--- src/rtl/meas_sequencer.sv ---
// Scan scheduler for the count-acquisition path: walks the channel mask, waits for
// the input to settle, then forwards a fixed number of count samples into the FIFO.
module meas_sequencer #(
  parameter int NCH      = 16,
  parameter int SEL_W    = 4,
  parameter int SETTLE_W = 8,
  parameter int CONV_W   = 8,
  parameter int DATA_W   = 24
) (
  input  logic              clk_12mhz,
  input  logic              rst_n,
  input  logic              start,
  input  logic              stop,
  input  logic              continuous,
  input  logic [NCH-1:0]    chan_mask,
  input  logic [SETTLE_W-1:0] settle_ticks,
  input  logic [CONV_W-1:0] conv_count,
  input  logic              tick_5ms,
  input  logic              sample_valid,
  input  logic [DATA_W-1:0] sample_data,
  input  logic              fifo_full,
  output logic [SEL_W-1:0]  input_sel,
  output logic              gate_en,
  output logic              fifo_wr_en,
  output logic [DATA_W-1:0] fifo_data,
  output logic              busy,
  output logic              done,
  output logic              overrun
);

  typedef enum logic [2:0] {IDLE, SELECT, SETTLE, MEASURE, NEXT, DONE} state_t;

  localparam logic [CONV_W-1:0]   CONV_ONE   = CONV_W'(1);
  localparam logic [SETTLE_W-1:0] SETTLE_ONE = SETTLE_W'(1);
  localparam logic [SEL_W:0]      PTR_ONE    = (SEL_W+1)'(1);

  state_t              state;
  logic [NCH-1:0]      mask_cfg;
  logic [SETTLE_W-1:0] settle_cfg;
  logic [SETTLE_W-1:0] settle_cnt;
  logic [CONV_W-1:0]   conv_cfg;
  logic [CONV_W-1:0]   smp_cnt;
  logic                cont_cfg;
  logic [SEL_W:0]      ptr;
  logic [SEL_W:0]      sel_hit;
  logic [SEL_W:0]      nxt_hit;
  logic [SEL_W:0]      sel_inc;

  // Returns {found, index} of the lowest set mask bit at or above 'from'.
  function automatic logic [SEL_W:0] find_set(input logic [NCH-1:0] m,
                                              input logic [SEL_W:0] from);
    logic [SEL_W:0] r;
    r = '0;
    for (int i = NCH - 1; i >= 0; i--) begin
      if (m[i] && (i >= int'(from))) r = {1'b1, SEL_W'(i)};
    end
    return r;
  endfunction

  assign sel_inc = {1'b0, input_sel} + PTR_ONE;
  assign sel_hit = find_set(mask_cfg, ptr);
  assign nxt_hit = find_set(mask_cfg, sel_inc);

  always_ff @(posedge clk_12mhz or negedge rst_n) begin
    if (!rst_n) begin
      state      <= IDLE;
      mask_cfg   <= '0;
      settle_cfg <= '0;
      settle_cnt <= '0;
      conv_cfg   <= '0;
      smp_cnt    <= '0;
      cont_cfg   <= 1'b0;
      ptr        <= '0;
      input_sel  <= '0;
      gate_en    <= 1'b0;
      fifo_wr_en <= 1'b0;
      fifo_data  <= '0;
      busy       <= 1'b0;
      done       <= 1'b0;
      overrun    <= 1'b0;
    end else begin
      done       <= 1'b0;
      fifo_wr_en <= 1'b0;
      // Abort wins over everything else, including a sample arriving this cycle.
      if (stop && (state != IDLE)) begin
        state   <= IDLE;
        busy    <= 1'b0;
        gate_en <= 1'b0;
        done    <= 1'b1;
      end else begin
        case (state)
          IDLE: begin
            if (start) begin
              if (chan_mask != '0) begin
                mask_cfg   <= chan_mask;
                settle_cfg <= settle_ticks;
                conv_cfg   <= (conv_count == '0) ? CONV_ONE : conv_count;
                cont_cfg   <= continuous;
                overrun    <= 1'b0;
                ptr        <= '0;
                busy       <= 1'b1;
                state      <= SELECT;
              end else begin
                done <= 1'b1;
              end
            end
          end
          SELECT: begin
            if (sel_hit[SEL_W]) begin
              input_sel  <= sel_hit[SEL_W-1:0];
              settle_cnt <= settle_cfg;
              smp_cnt    <= '0;
              state      <= SETTLE;
            end else begin
              done  <= 1'b1;
              state <= DONE;
            end
          end
          SETTLE: begin
            // The tick that brings the count to zero opens the gate right away.
            if ((settle_cnt == '0) || (tick_5ms && (settle_cnt == SETTLE_ONE))) begin
              settle_cnt <= '0;
              gate_en    <= 1'b1;
              state      <= MEASURE;
            end else if (tick_5ms) begin
              settle_cnt <= settle_cnt - SETTLE_ONE;
            end
          end
          MEASURE: begin
            if (sample_valid) begin
              if (fifo_full) begin
                overrun <= 1'b1;
              end else begin
                fifo_wr_en <= 1'b1;
                fifo_data  <= sample_data;
              end
              if (smp_cnt == (conv_cfg - CONV_ONE)) begin
                gate_en <= 1'b0;
                state   <= NEXT;
              end else begin
                smp_cnt <= smp_cnt + CONV_ONE;
              end
            end
          end
          NEXT: begin
            if (nxt_hit[SEL_W]) begin
              ptr   <= sel_inc;
              state <= SELECT;
            end else if (cont_cfg) begin
              ptr   <= '0;
              state <= SELECT;
            end else begin
              done  <= 1'b1;
              state <= DONE;
            end
          end
          DONE: begin
            busy  <= 1'b0;
            state <= IDLE;
          end
          default: begin
            busy    <= 1'b0;
            gate_en <= 1'b0;
            state   <= IDLE;
          end
        endcase
      end
    end
  end

endmodule

--- config.mk ---
export PLATFORM = sky130hd
export DESIGN_NAME = meas_sequencer
export DESIGN_NICKNAME = d
export VERILOG_FILES = /design/src/rtl/meas_sequencer.sv
export SDC_FILE = /design/constraint.sdc
export NUM_CORES = 1
export LEC_CHECK = 0
export CORE_MARGIN = 2
export CORE_UTILIZATION = 45
export CTS_BUF_LIST = sky130_fd_sc_hd__clkbuf_8
export DETAILED_ROUTE_END_ITERATION = 16
export DONT_BUFFER_PORTS = 1
export GPL_TIMING_DRIVEN = 0
export SETUP_SLACK_MARGIN = 0.15
export SYNTH_ARGS = -nofsm -noshare
export SYNTH_HDL_FRONTEND = slang
export SYNTH_SLANG_ARGS = --single-unit
--- constraint.sdc ---
create_clock -name clk_12mhz -period 3 [get_ports clk_12mhz]
set_input_delay 0.9 -clock clk_12mhz [delete_from_list [all_inputs] [get_ports clk_12mhz]]
set_output_delay 0.9 -clock clk_12mhz [all_outputs]
set_load 0.05 [all_outputs]
# After elaboration in Yosys (flattened, before gate mapping)
# Cells that the tools add are included.
# totals
reg_bits	90
# op_classes
add_sub_neg	4
order_cmp	32
mux	81
reduce_logical	56
n_eq_ne	22
bitwise	2
# op_table
operator	count
5-bit two-way mux	36
4-bit by 5-bit >= comparator with 1-bit output, first input constant	16
8-bit two-way mux	7
3-bit by 5-bit >= comparator with 1-bit output, first input constant	8
1-bit logical AND	34
8-bit one-hot mux with 2 select lines	2
3-bit two-way mux	9
1-bit two-way mux	21
3-bit != test, second input constant	7
1-bit by 5-bit >= comparator with 1-bit output, first input constant	4
2-bit by 5-bit >= comparator with 1-bit output, first input constant	4
8-bit logical NOT	2
4-bit AND reduction	4
16-bit nonzero test	1
8-bit by 1-bit subtractor with 8-bit output, second input constant	2
3-bit one-hot mux with 5 select lines	1
5-bit AND reduction	3
2-bit != test, second input constant	6
5-bit one-hot mux with 2 select lines	1
8-bit by 1-bit adder with 8-bit output, second input constant	1
8-bit by 1-bit equality test with 1-bit output, second input constant	1
8-bit equality test	1
2-bit nonzero test	4
4-bit OR reduction	2
other kinds (13)	20

# Longest topological paths before layout
# logic_depth
word_depth	22
mapped_depth	11
depth_no_buf	9

# Worst setup path after synthesis
# OpenSTA, ideal clock, no wires.
# synth_path
path_kind	register to register
from	register input_sel[1]
to	register state[2]
n_path_buf	1
setup_ns	0.087
path_slack_ns	0.353
path_stages_with_launch	10
required_ns	2.913
t_arrival_ns	2.560
path_cell_list	dfrtp_1 ha_1 buf_2 nand2b_1 or4_4 o211ai_1 nand3_1 nor4_2 nand4_1 a211oi_2
# synth_between
elab_chain_cells	22
word_cells_on_any_way	52
# synth_lines
item	line	source
start, declared	22	output logic [SEL_W-1:0] input_sel,
start signal, assigned	110	input_sel <= sel_hit[SEL_W-1:0];
4-bit by 1-bit adder with 5-bit output (*)	60	assign sel_inc = {1'b0, input_sel} + PTR_ONE;
4-bit by 5-bit >= comparator with 1-bit output	55	if (m[i] && (i >= int'(from))) r = {1'b1, SEL_W'(i)};
1-bit logical AND	55	
5-bit two-way mux (15 in a row)	55	
5-bit two-way mux (*)	55	
3-bit two-way mux (*)	146	if (nxt_hit[SEL_W]) begin
3-bit one-hot mux with 5 select lines (*)	91	case (state)
3-bit two-way mux (*)	85	if (stop && (state != IDLE)) begin
end signal, assigned	86	state <= IDLE;
end signal, assigned	148	state <= SELECT;
end signal, assigned	151	state <= SELECT;
end, declared	37	state_t state;
# Every way passes the cells marked *; elsewhere a longest branch is shown, timed or not.
# A chain may end at the register's enable or synchronous reset.

# Worst setup path in the final report
# Ends and elaborated chain as after synthesis.

==> out/results.ini <==
[route]
avgRoutedWirePerCell_um = 17.5
dr_total_vias = 3987
detailedRoute.firstPassIterationCount = 5
drc_errors = 0
ratio_of_routed_vias_to_standard_cells = 5.76
postRouteAntennaNets = 0
first_iter_violations = 238
wl_mm = 12.1

[pwr]
switching_share_pct = 47.6
power.combinational.fraction_pct = 37.9
cell_internal_pwr_mw = 3.24
power.net_switching_mw = 2.94
seqPwrFrac_pct = 47.3
p_leak_nw = 2.42
clockPowerShare_pct = 14.8
ir_drop_mv = 0.481
post-layout-total-power_mw = 6.19
powerDensity_mw_per_mm2 = 1130

[min_path]
hold_path_class = input port to async pin

[grt]
grt_start_max_net_pins = 91
grt_util_all_layers_pct = 21.2
grt_pass1_vias = 3920
overflow_left_after_global_routing = 0
grt_pass1_wl_mm = 19.6
antenna_found_initial = 0

[die]
num_rows = 38
floorplan.die.height_um = 109
design.portCount = 97
overall_die_area_sq_mm = 0.0119
core_sq_mm = 0.0108
start_util_pct = 45.9
chipWidth_um = 109

[worst_setup_path]
critPathRequiredTime_ns = 3.28
criticalPathCategory = register to register
slowest_stage = dfrtp_4
cp_slowest_stage_delay_ns = 0.60
timing.critical_path.arrival_ns = 3.14
critical_path.max_fanout = 7
cp_endpoint_kind = register
type_of_element_launching_the_critical_path = register
timing.critical_path.cells = ha_4, buf_6, nand2b_4, or4_4, o211ai_1, nand3_1, nor4_4, nand4_1, a211oi_2

[clock_tree]
cts_made_buffers = 9
cts-htree-levels = 3
ctsLongestPathBuffers = 2
sinks_on_clock_net = 90
worst_skew_pair.late_latency_ns = 0.36
cts_root_buf = clkbuf_8
cts-hold-fix-buffers = 0
tritoncts = done
clkTransAtPathRegs_ns = 0.08

[place]
gpl.final_weighted_congestion = 0.910
dp_cells = 672
final_hpwl_dp_mm = 8.85
placed_cell_area_sq_mm = 0.00515
io_buffer_count = 0

[synth]
cell_area_after_synthesis_sq_mm = 0.00498
synth_cells = 532
seq_area_frac_synth_pct = 45.2
count_of_cell_types_in_the_netlist = 71
register_bit_count_reported_by_yosys = 90
synth_async_sr_flop_share_pct = 100
syn_nets = 605
synth-main-ff-cell = dfrtp_1
synth_edf_count = 0
syn_area_per_cell_sq_um = 9.36
synthesis.yosys.warnings = 0

[finish]
seqCellArea_sq_mm = 0.00226
final_cell_count_no_fill = 692
filler_cell_count_in_the_final_layout = 1022
multiInputGateArea_sq_mm = 0.00256
area_delta_synth_final_pct = 9.95
drive_gt1_share_pct = 18.7
post_route_standard_cell_area_excluding_fillers_sq_mm = 0.00548
final_util_pct = 50.5
n_antenna_cell = 0
num-nets-final = 620

[sta]
rsz_0062_raised_after_global_routing = true
fmax_mhz = 349
final-hold-violation-count = 0
slew_viol_final = 0
slew_headroom_pct = 32.5
setup-violations-final = 0
layout_worst_path_cycle_share_pct = 95.5
slew_at_the_pin_closest_to_its_max_slew_limit_ns = 1.00
min_period_ns = 2.86
finClkSkew_ns = 0.00810

[outcome]
outcome = complete, no violations

[run]
max_cap_violations = 0

-- area by class of cell --
| class | count | area share, % |
|---|---|---|
| Buffer | 29 | 2.65 |
| Tap cell | 140 | 3.20 |
| Multi-Input combinational cell | 391 | 46.8 |
| Clock inverter | 6 | 1.49 |
| Sequential cell | 90 | 41.3 |
| Clock buffer | 10 | 2.51 |
| Timing Repair Buffer | 4 | 0.503 |
| Inverter | 22 | 1.51 |
-- logic make-up (layout without fill, tap and decap cells) --
group / after synthesis / after routing / share of synthesized area, %
xor+xnor: 15 / 15 / 2.64
flops: 90 / 90 / 45.2
fa+ha+maj: 10 / 10 / 2.46
compound gates: 121 / 121 / 16.4
mux: 37 / 37 / 8.57
simple gates: 208 / 208 / 20.4
buf+inv: 51 / 71 / 4.35
-- registers in the layout, indices dropped and copies added (netlist names) --
| signal | count |
|---|---|
| busy | 1 |
| cont_cfg | 1 |
| conv_cfg | 8 |
| done | 1 |
| fifo_data | 24 |
| fifo_wr_en | 1 |
| gate_en | 1 |
| input_sel | 4 |
| mask_cfg | 16 |
| overrun | 1 |
| ptr | 5 |
| settle_cfg | 8 |
| settle_cnt | 8 |
| smp_cnt | 8 |
| state | 3 |
-- Yosys cell counts, drive strengths merged, types with 2 or more instances --
| cell | number | area [sq um] |
|---|---|---|
| a211oi | 6 | 55.1 |
| a21boi | 3 | 22.5 |
| a21oi | 32 | 164 |
| a22o | 4 | 36.3 |
| a22oi | 3 | 22.5 |
| a31oi | 4 | 25.0 |
| and2 | 6 | 37.5 |
| buf | 15 | 80.1 |
| clkbuf | 14 | 53.8 |
| dfrtp | 90 | 2250 |
| ha | 9 | 113 |
| inv | 22 | 82.6 |
| mux2 | 35 | 394 |
| nand2 | 95 | 357 |
| nand2b | 7 | 43.8 |
| nand3 | 17 | 85.1 |
| nand4 | 7 | 58.8 |
| nor2 | 31 | 116 |
| nor2b | 5 | 31.3 |
| nor3 | 12 | 60.1 |
| nor3b | 3 | 22.5 |
| nor4 | 9 | 62.6 |
| o2111ai | 2 | 23.8 |
| o211ai | 7 | 52.6 |
| o21a | 2 | 15.0 |
| o21ai | 28 | 144 |
| o221ai | 6 | 52.6 |
| o22ai | 5 | 31.3 |
| o2bb2ai | 2 | 17.5 |
| o31a | 3 | 27.5 |
| o31ai | 3 | 27.5 |
| o32ai | 2 | 17.5 |
| or2 | 3 | 18.8 |
| or3 | 2 | 12.5 |
| or4 | 3 | 26.3 |
| or4b | 2 | 20.0 |
| xnor2 | 6 | 52.6 |
| xor2 | 9 | 78.8 |
-- cell usage in the layout (no fill, tap or decap), types with 6 or more instances in the layout --
master / netlist / layout
a21oi_1: 31 / 31
and2_1: 6 / 6
buf_2: 13 / 13
clkbuf_1: 13 / 9
clkbuf_8: 0 / 10
dfrtp_1: 90 / 86
ha_1: 9 / 8
inv_1: 19 / 20
mux2_2: 33 / 33
nand2_1: 95 / 95
nand2b_1: 7 / 6
nand3_1: 17 / 16
nand4_1: 6 / 6
nor2_1: 31 / 31
nor3_1: 12 / 12
nor4_1: 8 / 7
o211ai_1: 7 / 7
o21ai_0: 27 / 27
xnor2_1: 6 / 6
xor2_1: 9 / 9
-- final timing paths --
check | start | to | slack [ns] | cells after the start
hold reg to reg | cont_cfg | cont_cfg | 0.51 | 1
setup reg to reg | input_sel[1] | state[2] | 0.14 | 9
min in group clk_12mhz | cont_cfg | cont_cfg | 0.51 | 1
hold / removal | rst_n | settle_cfg[5] | 0.23 | 0
setup / recovery | input_sel[1] | state[2] | 0.14 | 9
max in group asynchronous | rst_n | input_sel[0] | 2.63 | 0
-- metal layers --
metal  global-route usage, %  share of wire (%)  vias up
li1                        -                  -     1916
met1                    30.2                 45     1928
met2                    31.8                 46      125
met3                    4.60                6.3       18
met4                    7.87                1.9        0
met5                       0                  0        -
-- repair_timing --
action	in CTS	in global routing
setup endpoints to repair	26	7
pin swaps	0	7
resized for setup	6	18
setup buffers	0	4
-- power by group through the flow --
stage / clock [mW] / combinational [mW] / sequential [mW]
after floorplan: 0 / 1.81 / 2.74
after global placement: 0 / 2.19 / 2.92
after detailed placement: 0 / 2.24 / 2.93
after CTS: 0.942 / 2.27 / 2.91
after global routing: 0.995 / 2.62 / 3.01
final: 0.917 / 2.35 / 2.92
-- per-stage QoR --
| stage | hold slack [ns] | setup WS (ns) | setup TNS (ns) |
|---|---|---|---|
| floorplan | 0.471 | 0.353 | 0 |
| global placement | 0.489 | -0.855 | -15.45 |
| detailed placement | 0.495 | -0.854 | -14.98 |
| CTS | 0.211 | 0.152 | 0 |
| global route | 0.201 | 0.0414 | 0 |
| finish | 0.231 | 0.136 | 0 |
-- worst max-delay path, delay by kind of cell (launching register included) --
family	cells	cell delay [ns]
compound gates	2	0.45
flops	1	0.60
simple gates	5	1.44
fa+ha+maj	1	0.20
buf+inv	1	0.11
No activity file was read; power rests on OpenSTA's default activity.
